$ cat config.mk
export PLATFORM = sky130hd
export DESIGN_NAME = mem_arbiter
export DESIGN_NICKNAME = d
export VERILOG_FILES = /design/src/rtl/mem_arb_pkg.sv /design/src/rtl/mem_arb_watchdog.sv /design/src/rtl/mem_arbiter.sv
export SDC_FILE = /design/constraint.sdc
export NUM_CORES = 1
export LEC_CHECK = 0
export ABC_CLOCK_PERIOD_IN_PS = 5100
export CELL_PAD_IN_SITES_DETAIL_PLACEMENT = 0
export CELL_PAD_IN_SITES_GLOBAL_PLACEMENT = 2
export CORE_ASPECT_RATIO = 0.8
export CORE_UTILIZATION = 24
export CTS_CLUSTER_DIAMETER = 60
export DETAILED_ROUTE_END_ITERATION = 8
export MAX_ROUTING_LAYER = met4
export PLACE_DENSITY_LB_ADDON = 0.1
export RECOVER_POWER = 50
export SLEW_MARGIN = 20
export SYNTH_ARGS = -nofsm -noshare
export SYNTH_HDL_FRONTEND = slang
export SYNTH_SLANG_ARGS = --single-unit
$ cat constraint.sdc
create_clock -name i_clk -period 5.1 [get_ports i_clk]
set_clock_uncertainty 0.2 [all_clocks]
set_input_delay 1.02 -clock i_clk [delete_from_list [all_inputs] [get_ports i_clk]]
set_output_delay 1.02 -clock i_clk [all_outputs]
set_load 0.01 [all_outputs]
$ cat src/rtl/mem_arb_pkg.sv
// mem_arb_pkg: shared types and default constants for the memory arbiter.
//   arb_state_e    - arbiter FSM state encoding
//   mem_cmd_t      - captured memory command (we, addr, wdata, bmask)
//   make_fetch_cmd - builds the read command issued on behalf of fetch
package mem_arb_pkg;

  localparam int ADDR_W_DEF       = 32;
  localparam int DATA_W_DEF       = 32;
  localparam int LS_BURST_MAX_DEF = 4;
  localparam int TIMEOUT_DEF      = 16;

  // The command register is sized for the widest bus the arbiter supports;
  // narrower buses are zero-extended on capture and truncated on output.
  localparam int CMD_ADDR_W = 32;
  localparam int CMD_DATA_W = 32;

  typedef enum logic [1:0] {
    ST_IDLE    = 2'd0,
    ST_BUSY_IF = 2'd1,
    ST_BUSY_LS = 2'd2
  } arb_state_e;

  typedef struct packed {
    logic                  we;
    logic [CMD_ADDR_W-1:0] addr;
    logic [CMD_DATA_W-1:0] wdata;
    logic [3:0]            bmask;
  } mem_cmd_t;

  // Fetch only ever reads whole words.
  function automatic mem_cmd_t make_fetch_cmd(input logic [CMD_ADDR_W-1:0] addr);
    mem_cmd_t cmd;
    cmd.we    = 1'b0;
    cmd.addr  = addr;
    cmd.wdata = '0;
    cmd.bmask = 4'hF;
    return cmd;
  endfunction

endpackage

$ cat src/rtl/mem_arb_watchdog.sv
// mem_arb_watchdog: counts BUSY cycles without a memory ack and flags the
// cycle in which the transaction has to be aborted.
//   i_clk, i_rst - clock, synchronous active-high reset
//   i_clear      - restart the count (asserted on a grant)
//   i_active     - arbiter is waiting on memory
//   i_ack        - memory completion this cycle
//   o_expired    - this BUSY cycle is the last one before abort
module mem_arb_watchdog
  import mem_arb_pkg::*;
#(
  parameter int TIMEOUT = TIMEOUT_DEF
) (
  input  logic i_clk,
  input  logic i_rst,
  input  logic i_clear,
  input  logic i_active,
  input  logic i_ack,
  output logic o_expired
);

  localparam int CNT_W = $clog2(TIMEOUT + 1);

  logic [CNT_W-1:0] cnt_q;

  always_ff @(posedge i_clk) begin
    if (i_rst || i_clear) begin
      cnt_q <= '0;
    end else if (i_active && !i_ack && (cnt_q != CNT_W'(TIMEOUT))) begin
      cnt_q <= cnt_q + CNT_W'(1);
    end
  end

  // The count lags the BUSY cycle index by one, so TIMEOUT-1 marks the
  // TIMEOUT-th waiting cycle; the counter reaches TIMEOUT on that edge.
  assign o_expired = i_active && (cnt_q == CNT_W'(TIMEOUT - 1));

endmodule

$ cat src/rtl/mem_arbiter.sv
// mem_arbiter: shares one single-port memory between instruction fetch
// (read-only) and the load/store unit. Grants are combinational in IDLE,
// one transaction is outstanding at a time, and a watchdog aborts a
// transaction the memory never acknowledges.
//   i_clk, i_rst           - clock, synchronous active-high reset
//   i_if_* / o_if_*        - fetch request, grant, completion, data, error
//   i_ls_* / o_ls_*        - LSU request, grant, completion, data, error
//   o_mem_* / i_mem_*      - memory command and completion
//   o_busy                 - transaction in flight
//
// state      | meaning
// -----------+----------------------------------------------------
// ST_IDLE    | no transaction; requests are granted combinationally
// ST_BUSY_IF | fetch read outstanding, waiting for ack or timeout
// ST_BUSY_LS | LSU load/store outstanding, waiting for ack or timeout
module mem_arbiter
  import mem_arb_pkg::*;
#(
  parameter int ADDR_W       = ADDR_W_DEF,
  parameter int DATA_W       = DATA_W_DEF,
  parameter int LS_BURST_MAX = LS_BURST_MAX_DEF,
  parameter int TIMEOUT      = TIMEOUT_DEF
) (
  input  logic              i_clk,
  input  logic              i_rst,

  input  logic              i_if_req,
  input  logic [ADDR_W-1:0] i_if_addr,
  output logic              o_if_gnt,
  output logic              o_if_rvalid,
  output logic [DATA_W-1:0] o_if_rdata,
  output logic              o_if_err,

  input  logic              i_ls_req,
  input  logic              i_ls_we,
  input  logic [ADDR_W-1:0] i_ls_addr,
  input  logic [DATA_W-1:0] i_ls_wdata,
  input  logic [3:0]        i_ls_bmask,
  output logic              o_ls_gnt,
  output logic              o_ls_rvalid,
  output logic [DATA_W-1:0] o_ls_rdata,
  output logic              o_ls_err,

  output logic              o_mem_req,
  output logic              o_mem_we,
  output logic [ADDR_W-1:0] o_mem_addr,
  output logic [DATA_W-1:0] o_mem_wdata,
  output logic [3:0]        o_mem_bmask,
  input  logic              i_mem_ack,
  input  logic [DATA_W-1:0] i_mem_rdata,

  output logic              o_busy
);

  localparam int STREAK_W = $clog2(LS_BURST_MAX + 1);

  arb_state_e          state_q;
  mem_cmd_t            cmd_q;
  logic [STREAK_W-1:0] streak_q;
  logic                mem_req_q;
  logic                if_rvalid_q, if_err_q;
  logic                ls_rvalid_q, ls_err_q;
  logic [DATA_W-1:0]   if_rdata_q, ls_rdata_q;

  logic idle;
  logic ls_win;
  logic if_gnt;
  logic ls_gnt;
  logic expired;

  assign idle = (state_q == ST_IDLE);

  // LSU normally wins; once it has taken LS_BURST_MAX grants in a row
  // while fetch was waiting, fetch gets the next slot.
  always_comb begin
    ls_win = i_ls_req && (!i_if_req || (streak_q != STREAK_W'(LS_BURST_MAX)));
    ls_gnt = !i_rst && idle && ls_win;
    if_gnt = !i_rst && idle && i_if_req && !ls_win;
  end

  mem_arb_watchdog #(
    .TIMEOUT (TIMEOUT)
  ) u_watchdog (
    .i_clk     (i_clk),
    .i_rst     (i_rst),
    .i_clear   (if_gnt || ls_gnt),
    .i_active  (!idle),
    .i_ack     (i_mem_ack),
    .o_expired (expired)
  );

  always_ff @(posedge i_clk) begin
    if (i_rst) begin
      state_q     <= ST_IDLE;
      cmd_q       <= '0;
      streak_q    <= '0;
      mem_req_q   <= 1'b0;
      if_rvalid_q <= 1'b0;
      if_err_q    <= 1'b0;
      if_rdata_q  <= '0;
      ls_rvalid_q <= 1'b0;
      ls_err_q    <= 1'b0;
      ls_rdata_q  <= '0;
    end else begin
      // Completion outputs are single-cycle; data is zero outside the pulse.
      if_rvalid_q <= 1'b0;
      if_err_q    <= 1'b0;
      if_rdata_q  <= '0;
      ls_rvalid_q <= 1'b0;
      ls_err_q    <= 1'b0;
      ls_rdata_q  <= '0;

      case (state_q)
        ST_IDLE: begin
          if (ls_gnt) begin
            cmd_q.we    <= i_ls_we;
            cmd_q.addr  <= CMD_ADDR_W'(i_ls_addr);
            cmd_q.wdata <= CMD_DATA_W'(i_ls_wdata);
            cmd_q.bmask <= i_ls_bmask;
            mem_req_q   <= 1'b1;
            state_q     <= ST_BUSY_LS;
            if (streak_q != STREAK_W'(LS_BURST_MAX)) begin
              streak_q <= streak_q + STREAK_W'(1);
            end
          end else if (if_gnt) begin
            cmd_q     <= make_fetch_cmd(CMD_ADDR_W'(i_if_addr));
            mem_req_q <= 1'b1;
            state_q   <= ST_BUSY_IF;
            streak_q  <= '0;
          end
        end

        ST_BUSY_IF: begin
          // Ack is tested first so it beats a coinciding expiry.
          if (i_mem_ack) begin
            if_rvalid_q <= 1'b1;
            if_rdata_q  <= i_mem_rdata;
            mem_req_q   <= 1'b0;
            state_q     <= ST_IDLE;
          end else if (expired) begin
            if_rvalid_q <= 1'b1;
            if_err_q    <= 1'b1;
            mem_req_q   <= 1'b0;
            state_q     <= ST_IDLE;
          end
        end

        ST_BUSY_LS: begin
          if (i_mem_ack) begin
            ls_rvalid_q <= 1'b1;
            ls_rdata_q  <= cmd_q.we ? '0 : i_mem_rdata;
            mem_req_q   <= 1'b0;
            state_q     <= ST_IDLE;
          end else if (expired) begin
            ls_rvalid_q <= 1'b1;
            ls_err_q    <= 1'b1;
            mem_req_q   <= 1'b0;
            state_q     <= ST_IDLE;
          end
        end

        default: begin
          mem_req_q <= 1'b0;
          state_q   <= ST_IDLE;
        end
      endcase
    end
  end

  assign o_if_gnt    = if_gnt;
  assign o_ls_gnt    = ls_gnt;
  assign o_if_rvalid = if_rvalid_q;
  assign o_if_err    = if_err_q;
  assign o_if_rdata  = if_rdata_q;
  assign o_ls_rvalid = ls_rvalid_q;
  assign o_ls_err    = ls_err_q;
  assign o_ls_rdata  = ls_rdata_q;

  assign o_mem_req   = mem_req_q;
  assign o_mem_we    = cmd_q.we;
  assign o_mem_addr  = ADDR_W'(cmd_q.addr);
  assign o_mem_wdata = DATA_W'(cmd_q.wdata);
  assign o_mem_bmask = cmd_q.bmask;

  assign o_busy      = !idle;

endmodule

==> flow_summary.yaml <==
layout:
  fin_util_pct: 41.74
  design_area_mm2: 0.008688
  multi_input_area_mm2: 0.001961
  layout.nets: 913
  n_antenna_cell: 0
  syn2layout_area_growth_pct: 69.04
  seqCellArea_mm2: 0.002963
  nFillCells: 2060
  drive_gt1_share_pct: 8.077
global_route:
  grt_pass1_wl_um: 25400
  grt-ovfl-total: 0
  antenna_found_initial: 0
  grt_max_degree: 58
  first_global_vias: 4503
  grt_usage_pct: 15.48
critical_path:
  crit_path_end_kind: "output pin"
  crit_fanout: 20
  arrival_ns: 3.02
  cp-start-kind: "input pin"
  cp.required_ns: 3.88
  worstSetupPathType: "input pin to output pin"
synth:
  synth.yosys.seq_area_share_pct: 57.64
  syn_inst: 496
  synth_cell_type_count: 35
  synth-async-reset-ratio_pct: 0
  yosysWarnings: 0
  synth.avg_cell_area_um2: 10.36
  synth_nets: 642
  ys_seq_elements: 148
  synthesis.area_mm2: 0.005140
  synth_edf_count: 0
  yosys_most_used_dff: "dfxtp_1"
clocking:
  clk-insertion-delay-late_ns: 0.42
  cts_tree: "yes"
  cts.htree.levels: 4
  cts_resized: 0
  cts_root_buf: "clkbuf_16"
  cts_buffers: 17
  cts_buffer_depth: 2
  holdBufCountCts: 0
  clk_pin_slew_ns: 0.06
  cts_sinks: 148
  post_cts_buffers: 0
timing:
  worst_slew_pin_slew_ns: 1.122
  relSlewSlack_pct: 25.21
  final.min_clock_period_ns: 4.236
  tns_ns: 0
  setup_ws_ns: 0.8640
  rsz0062_at_grt: "no"
  min_period_over_period_pct: 83.06
  hold_viol: 0
  setup_viol: 0
  fmax_mhz: 236.1
  slew_viol_final: 0
drt:
  wl_um: 16660
  drt_first_pass_iters: 7
  first_iter_violations: 263
  ant_nets: 0
  num_vias: 4531
  avgRoutedWirePerCell_um: 15.88
  drc: 36
  viasPerCell: 4.319
die:
  initial_core_util_pct: 24.69
  core_area_mm2: 0.02082
  die_h_um: 132.9
  ioPinCount: 279
  die_w_um: 165.6
  rows: 47
  die-area_mm2: 0.02201
power:
  seq_power_share_pct: 42.8
  clock_power_share_pct: 40.5
  p_switching_uw: 804.6
  p_per_area_mw_per_mm2: 340.7
  pwr-share-comb_pct: 16.7
  sw_frac_of_total_pct: 27.19
  total_leakage_power_uw: 0.003474
  ir_worst_vdd_mv: 0.1719
  internal_power_uw: 2155
place:
  dpl_worst_slack_ns: 0.9219
  portBuffers: 278
  gp_congestion: 0.7609
  post_dp_cell_area_mm2: 0.008138
  dp_hpwl_um: 11620
hold_path:
  hold_class: "register to register"
outcome:
  outcome: "finished with violations"
  violations: "DRC"
flow_run:
  cap_violations: 0
[area by class of cell]
type / instances / share of cell area (%)
tap: 269 / 3.874
inverter: 10 / 0.4896
sequential: 148 / 34.10
clock buffer: 17 / 4.896
multi-input combinational: 305 / 22.57
clock inverter: 15 / 1.599
timing repair buffer: 285 / 32.47
[worst max-delay path, stage by stage]
cell and delay [ns]:
dlygate4sd3_1 0.65, nand2_1 0.09, or2_2 0.49, a21oi_1 0.20
clkdlybuf4s50_1 0.56
[layout by cell type, fill, tap and decap left out, types with 4 or more instances in the layout]
cell type / instances
a211oi_2: 19
a21oi_1: 29
a22o_1: 33
a31oi_1: 13
and2_0: 19
and2_1: 46
buf_4: 5
clkbuf_16: 17
clkdlybuf4s50_1: 208
dfxtp_1: 148
dlygate4sd3_1: 69
ha_1: 8
inv_1: 9
inv_6: 7
nand2_1: 38
nand3_1: 4
nand3b_1: 14
nor2_1: 44
nor3_1: 9
[stage by stage]
step                std cells  total power, uW  hold slack [ns]
finish                   1049             2960           0.2698
global route             1049             3096           0.2788
CTS                      1049             3021           0.2785
detailed placement       1017             1801           0.2598
global placement         1017             1794           0.2554
floorplan                 496             1501           0.2645
[sequential cells by signal, summed over array words and instances (netlist names)]
name / cells
o_if_rdata: 32
o_ls_rdata: 32
o_mem_addr: 32
o_mem_wdata: 32
u_watchdog.cnt_q: 5
o_mem_bmask: 4
streak_q: 3
state_q: 2
o_if_err: 1
o_if_rvalid: 1
o_ls_err: 1
o_ls_rvalid: 1
o_mem_req: 1
o_mem_we: 1
[per-layer routing]
layer | track usage (%) | vias up | part of all wire, %
met5 | - | - | 0
met4 | 5.036 | 0 | 1.7
met3 | 4.966 | 19 | 7.2
met2 | 24.84 | 150 | 48
met1 | 18.35 | 2134 | 43
li1 | - | 2228 | -
[cells by family (layout without fill, tap and decap cells)]
group | count (synthesis) | in the layout | share of synthesized area (%)
fa+ha+maj | 8 | 8 | 1.947
compound gates | 101 | 101 | 15.63
buf+inv | 43 | 327 | 4.309
simple gates | 192 | 192 | 19.74
flops | 148 | 148 | 57.64
xor+xnor | 3 | 3 | 0.5113
mux | 1 | 1 | 0.2191
[synth_stat cells, types with 2 or more instances]
master	n	area (um^2)
nor2_1	44	165.2
nor3_1	9	45.04
nand2b_1	3	18.77
a211oi_2	19	237.7
a21o_1	2	15.01
ha_1	8	100.1
a21oi_1	30	150.1
and3_1	2	12.51
inv_1	9	33.78
a22o_1	33	289.0
or2_2	2	12.51
a211oi_1	3	22.52
buf_2	5	25.02
xor2_1	2	17.52
nor3b_1	3	22.52
and2_1	65	406.6
nand4_1	2	12.51
nand2_1	38	142.6
a31oi_1	13	81.33
nand3b_1	14	105.1
buf_6	6	67.56
clkbuf_1	21	78.83
dfxtp_1	148	2963
nand3_1	4	20.02
[power by group through the flow]
stage               Sequential, uW  Clock (uW)  Combinational, uW
floorplan                     1320           0                178
global placement              1290           0                502
detailed placement            1290           0                507
CTS                           1270        1240                509
global route                  1280        1290                533
finish                        1270        1200                495
[path summary, 6_finish.rpt]
check	from	to	slack (ns)	cells past startpoint
max	i_if_req	o_if_gnt	0.86	5
min	o_mem_wdata[8]	o_mem_wdata[8]	0.27	1
max reg2reg	state_q[0]	o_mem_addr[11]	2.38	8
min reg2reg	o_mem_wdata[8]	o_mem_wdata[8]	0.27	1
Power figures use the tool's default switching activity.
